===== config.mk =====
export PLATFORM = sky130hd
export DESIGN_NAME = cmd_cfg
export DESIGN_NICKNAME = d
export VERILOG_FILES = /design/src/rtl/cmd_cfg.sv
export SDC_FILE = /design/constraint.sdc
export NUM_CORES = 1
export LEC_CHECK = 0
export ABC_AREA = 1
export CORE_MARGIN = 1.5
export CORE_UTILIZATION = 51
export CTS_CLUSTER_DIAMETER = 60
export DETAILED_ROUTE_END_ITERATION = 7
export PLACE_DENSITY = 0.86
export SKIP_LAST_GASP = 1
export SYNTH_ARGS = -nofsm -noshare
export SYNTH_HDL_FRONTEND = slang
export SYNTH_SLANG_ARGS = --single-unit

===== constraint.sdc =====
create_clock -name clk -period 3.3 [get_ports clk]
set_input_delay 0.33 -clock clk [delete_from_list [all_inputs] [get_ports clk]]
set_output_delay 0.33 -clock clk [all_outputs]
set_load 0.02 [all_outputs]

===== src/rtl/cmd_cfg.sv =====
// Host command interpreter: applies setpoint/motor commands from the UART receiver,
// sequences motor spin-up and inertial calibration, and returns a 0xA5 ACK per command.
module cmd_cfg #(
    parameter int FAST_SIM = 1
) (
    input  logic        clk,
    input  logic        rst_n,
    input  logic        cmd_rdy,
    input  logic [7:0]  cmd,
    input  logic [15:0] data,
    input  logic        cal_done,
    output logic        clr_cmd_rdy,
    output logic        send_resp,
    output logic [7:0]  resp,
    output logic [15:0] d_ptch,
    output logic [15:0] d_roll,
    output logic [15:0] d_yaw,
    output logic [8:0]  thrst,
    output logic        strt_cal,
    output logic        inertial_cal,
    output logic        motors_off
);

    // state | meaning
    // IDLE  | accepting commands from the receiver
    // RAMP  | motors spinning up, spin-up timer running
    // CAL   | calibration started, waiting for cal_done
    typedef enum logic [1:0] {
        IDLE = 2'd0,
        RAMP = 2'd1,
        CAL  = 2'd2
    } state_t;

    localparam int              TW        = (FAST_SIM != 0) ? 9 : 26;
    localparam logic [TW-1:0]   TMR_ONE   = TW'(1);
    localparam logic [7:0]      OP_PTCH   = 8'h02;
    localparam logic [7:0]      OP_ROLL   = 8'h03;
    localparam logic [7:0]      OP_YAW    = 8'h04;
    localparam logic [7:0]      OP_THRST  = 8'h05;
    localparam logic [7:0]      OP_CAL    = 8'h06;
    localparam logic [7:0]      OP_EMER   = 8'h07;
    localparam logic [7:0]      OP_MOFF   = 8'h08;

    state_t          state;
    state_t          nxt_state;
    logic [TW-1:0]   timer;
    logic            accept;
    logic            go_cal;
    logic            ramp_done;

    assign resp         = 8'hA5;
    assign inertial_cal = (state != IDLE);

    always_ff @(posedge clk) begin
        if (!rst_n) begin
            state <= IDLE;
        end else begin
            state <= nxt_state;
        end
    end

    // strt_cal is high in the first CAL cycle; cal_done is not honoured in that cycle.
    always_comb begin
        nxt_state   = state;
        clr_cmd_rdy = 1'b0;
        send_resp   = 1'b0;
        accept      = 1'b0;
        go_cal      = 1'b0;
        ramp_done   = 1'b0;
        case (state)
            IDLE: begin
                if (cmd_rdy) begin
                    clr_cmd_rdy = 1'b1;
                    if (cmd == OP_CAL) begin
                        go_cal    = 1'b1;
                        nxt_state = RAMP;
                    end else begin
                        accept    = 1'b1;
                        send_resp = 1'b1;
                    end
                end
            end
            RAMP: begin
                if (&timer) begin
                    ramp_done = 1'b1;
                    nxt_state = CAL;
                end
            end
            CAL: begin
                if (cal_done && !strt_cal) begin
                    send_resp = 1'b1;
                    nxt_state = IDLE;
                end
            end
            default: nxt_state = IDLE;
        endcase
    end

    always_ff @(posedge clk) begin
        if (!rst_n) begin
            timer    <= '0;
            strt_cal <= 1'b0;
        end else begin
            strt_cal <= ramp_done;
            if (go_cal) begin
                timer <= '0;
            end else if (state == RAMP) begin
                timer <= timer + TMR_ONE;
            end
        end
    end

    always_ff @(posedge clk) begin
        if (!rst_n) begin
            d_ptch     <= '0;
            d_roll     <= '0;
            d_yaw      <= '0;
            thrst      <= '0;
            motors_off <= 1'b1;
        end else begin
            if (go_cal) begin
                motors_off <= 1'b0;
            end
            if (accept) begin
                case (cmd)
                    OP_PTCH:  d_ptch <= data;
                    OP_ROLL:  d_roll <= data;
                    OP_YAW:   d_yaw  <= data;
                    OP_THRST: thrst  <= data[8:0];
                    OP_EMER: begin
                        d_ptch <= '0;
                        d_roll <= '0;
                        d_yaw  <= '0;
                        thrst  <= '0;
                    end
                    OP_MOFF:  motors_off <= 1'b1;
                    default: ;
                endcase
            end
        end
    end

endmodule


### Word level (Yosys, flattened, before mapping)

Cells that the tools add are included.

| word-level totals | value |
|---|---|
| flip-flop bits (word level) | 70 |
| input bits | 28 |
| output and inout bits | 70 |
| logic and storage cells | 62 |

| cells by class | value |
|---|---|
| add/sub/neg operators | 1 |
| equality and inequality tests | 13 |
| muxes and demuxes | 23 |
| bitwise logic cells | 1 |
| reductions and logical operators | 16 |

Operators with widths:

| kind | count |
|---|---|
| $pmux 16 s2 | 3 |
| $eq 8x3->1 const B | 4 |
| $pmux 9 s2 | 1 |
| $eq 8x2->1 const B | 2 |
| $mux 1 | 13 |
| $reduce_and 2->1 | 5 |
| $reduce_bool 2->1 | 5 |
| $add 9x1->9 const B | 1 |
| $reduce_and 9->1 | 1 |
| $eq 8x4->1 const B | 1 |
| $mux 2 | 4 |
| $ne 2x2->1 const B | 4 |
| $pmux 2 s3 | 1 |
| $reduce_and 4->1 | 1 |
| $eq 2x1->1 const B | 1 |
| $eq 2x2->1 const B | 1 |
| $logic_not 2->1 | 1 |
| $pmux 1 s2 | 1 |
| $reduce_or 2->1 | 1 |
| $logic_and 1x1->1 | 1 |
| $logic_not 1->1 | 1 |
| $not 1->1 | 1 |

### Logic depth before layout (Yosys ltp)

| depth | value |
|---|---|
| word-level depth | 7 |
| depth in mapped cells | 10 |
| depth with buffers taken out | 8 |

### Least setup slack after synthesis

No wires, ideal clock.

| path | value |
|---|---|
| path type | register -> output |
| from | reg state[0] |
| to | out send_resp |
| data arrival time | 1.097 ns |
| required time | 2.970 ns |
| slack | 1.873 ns |
| cell stages (with the launch flop) | 6 |
| path buffers | 0 |
| cells stage by stage | dfxtp_1 > inv_1 > nand3_2 > inv_1 > o21ai_1 > o31ai_1 |

| on the way | value |
|---|---|
| word-level cells in the longest chain between the ends | 2 |
| elaborated cells on any way between the ends | 3 |
| classes of those cells | eq/ne (1); mux (1); reduce/logical (1) |

Ends and longest elaborated chain:

| item | line | text |
|---|---|---|
| from (decl) | 44 | `state_t state;` |
| from (signal assigned) | 58 | `state <= nxt_state;` |
| $eq 2x2->1 or $logic_not 2->1 (tied branches) | 70 | `case (state)` |
| $pmux 1 s2 * | 70 |  |
| to (decl) | 13 | `output logic send_resp,` |

Mark *: on every way between the ends. The rest lies on a longest branch, timed or not.

### Worst setup path after layout

| path | value |
|---|---|
| from | in cmd[5] |
| to | out send_resp |

| on the way | value |
|---|---|
| word-level cells in the longest chain between the ends | 4 |

Ends and longest elaborated chain:

| item | line | text |
|---|---|---|
| from (decl) | 9 | `input logic [7:0] cmd,` |
| $eq 8x3->1 | 74 | `if (cmd == OP_CAL) begin` |
| $mux 1 | 74 |  |
| $mux 1 | 72 | `if (cmd_rdy) begin` |
| $pmux 1 s2 | 70 |  |

Every way passes these cells.

==> flow_metrics.tcl <==
set metrics [dict create \
    outcome "completed" \
    crit_path_start "cmd[5]" \
    cts_tree "built" \
    clk_pin_slew_ns 0.08 \
    required_ns 2.97 \
    ir_worst_vdd_mv 0.2856 \
    cp-start-kind "input pin" \
    placementRows 28 \
    setup_viol 0 \
    grt_max_degree 49 \
    layout.nets 593 \
    wl_per_cell_um 12.92 \
    dieArea_um2 6826 \
    areaGrowthSynthToFinish_pct 32.47 \
    fin_util_pct 71.08 \
    period_share_pct 73.68 \
    drt-initial-drc-count 239 \
    synth.distinct_cells 29 \
    ys_async_sr_fraction_pct 0 \
    yosysWarningCount 0 \
    gp_congestion 0.8719 \
    start_util_pct 53.65 \
    grtUsageTotal_pct 26.03 \
    clk_latency_ns 0.36 \
    n_fill_cell 505 \
    ys_ff_latch 70 \
    grt_pass1_vias 2905 \
    postRouteAntennaNets 0 \
    via_per_inst 5.067 \
    min_period_ns 2.432 \
    io_pins 98 \
    power_density_nw_per_um2 410.9 \
    mostFrequentLayoutCell "nand2_1" \
    final_cell_mix "nand2_1, nor2_1, clkdlybuf4s50_1" \
    synth_largest_area_cell "dfxtp_1" \
    num_antenna_cells 0 \
    fmax_mhz 411.3 \
    avgSynthCellArea_um2 6.652 \
    whs_ns 0.3912 \
    syn_area_um2 3233 \
    drt-pass1-iter-count 5 \
    finClkSkew_ns 0.01319 \
    worstSetupPathType "input pin to output pin" \
    synthCells 486 \
    ff2ff_setup_slack_ns 1.48 \
    holdBufCountCts 0 \
    grt_pass1_wl_um 13250 \
    dp_hpwl_um 5931 \
    synth_enable_flop_cells 0 \
    synth_top_area_share_pct 43.34 \
    grt_antenna_before_repair 0 \
    drc 0 \
    p_total_mw 1.760 \
    cts_buffers 9 \
    r2r_start "state[0]$_SDFFE_PN0P_" \
    hold_viol_final 0 \
    p_leak_nw 1.899 \
    portBuffers 89 \
    ctsResizeCount 0 \
    die_h_um 82.62 \
    yosysSeqAreaShare_pct 43.34 \
    hp-start "rst_n" \
    relSlewSlack_pct 38.42 \
    ff2ff_path_depth 6 \
    drv_slew 0 \
    drive_gt1_share_pct 5.458 \
    fin_setup_tns_ns 0 \
    holdPathEnd "d_ptch[1]$_SDFFE_PN0P_" \
    post-cts-setup-buffers 0 \
    grt_remaining_overflow 0 \
    crit_path_end_kind "output pin" \
    die_w_um 82.62 \
    cts_sinks 70 \
    maxCapViolations 0 \
    r2r_end "d_yaw[0]$_SDFFE_PN0P_" \
    core_area_um2 6026 \
    vias 3258 \
    drt-total-wl_um 8307 \
    tightest_slew_ns 0.9187 \
    hold_path_class "input pin to register" \
    cts.path.max_buffers 2 \
    htree_levels 3 \
    cts-root-buf "clkbuf_8" \
    yosys_most_used_dff "dfxtp_1" \
    whs_path_depth 3 \
    yosys-top-cells-area "dfxtp_1, nand2_1, nor2_1, nand3_1, inv_1" \
    crit_arrival_ns 2.10 \
    cp_max_fo 3 \
    rsz0062_at_grt "false" \
]
==> kinds of logic (layout without fill, tap and decap cells) <==
logic type      after synthesis  after routing  synth area share, %
other cells                   2              8               0.2323
fa+ha+maj                     2              2               0.7739
flops                        70             70                43.34
xor+xnor                      5              5                1.355
buf+inv                      85            161                12.23
compound gates               33             33                5.186
simple gates                289            289                36.88
==> synth_stat cells, types with 3 or more instances <==
master    instances
a21oi_1          29
clkbuf_1          5
nand2_1         126
inv_1            53
dfxtp_1          70
buf_6             3
nand3_1          42
nand2_2           4
nor2_1          106
buf_2            10
xor2_1            3
buf_4            11
==> sequential cells by signal, indices dropped and copies added, names as in the netlist <==
register    count
thrst           9
d_roll         16
d_ptch         16
state           2
strt_cal        1
timer           9
d_yaw          16
motors_off      1
==> power by group <==
group	leakage [nW]	switching [mW]	internal [mW]
clock	0.109	0.347	0.427
combinational	1.23	0.0836	0.0529
sequential	0.564	0.00176	0.847
total	1.90	0.433	1.33
==> layout make-up <==
type	instances	area, um2	share of cell area [%]
clock inverters	7	98.84	2.308
well taps	75	93.84	2.191
flip-flops and latches	70	1401	32.72
inverters	54	202.7	4.733
repair buffers	91	900.9	21.03
multi-input cells	337	1461	34.12
clock buffers	9	123.9	2.892
==> critical path: stages <==
cell and delay (ns):
clkdlybuf4s50_1 0.45, nor2_1 0.18, nand2_1 0.13, o21ai_1 0.33, o31ai_1 0.13, clkdlybuf4s50_1 0.55
==> layer usage <==
metal  track usage, %  routed length, um  share of wire (%)
met5                0                  0                  0
met4            16.33                306                3.7
met3            4.725                620                7.5
met2            42.52               4021                 48
met1            31.48               3358                 40
==> worst max path at each step <==
stage                                         end  slack (ns)  cells after the start
final                                   send_resp        0.87                      6
after global routing                    send_resp        0.76                      7
after CTS                               send_resp        0.88                      6
after detailed placement  d_ptch[13]$_SDFFE_PN0P_        0.87                      8
after global placement                  send_resp        0.96                      7
after floorplan                         send_resp        1.87                      5
==> through the flow <==
stage / cell area, um2 / cells / worst slack, ns
2_1_floorplan: 3256 / 492 / 1.873
3_3_place_gp: 4060 / 627 / 0.9633
3_5_place_dp: 4060 / 627 / 0.8714
4_1_cts: 4283 / 643 / 0.8838
5_1_grt: 4283 / 643 / 0.7564
6_report: 4283 / 643 / 0.8684
Power figures use the tool's default switching activity.
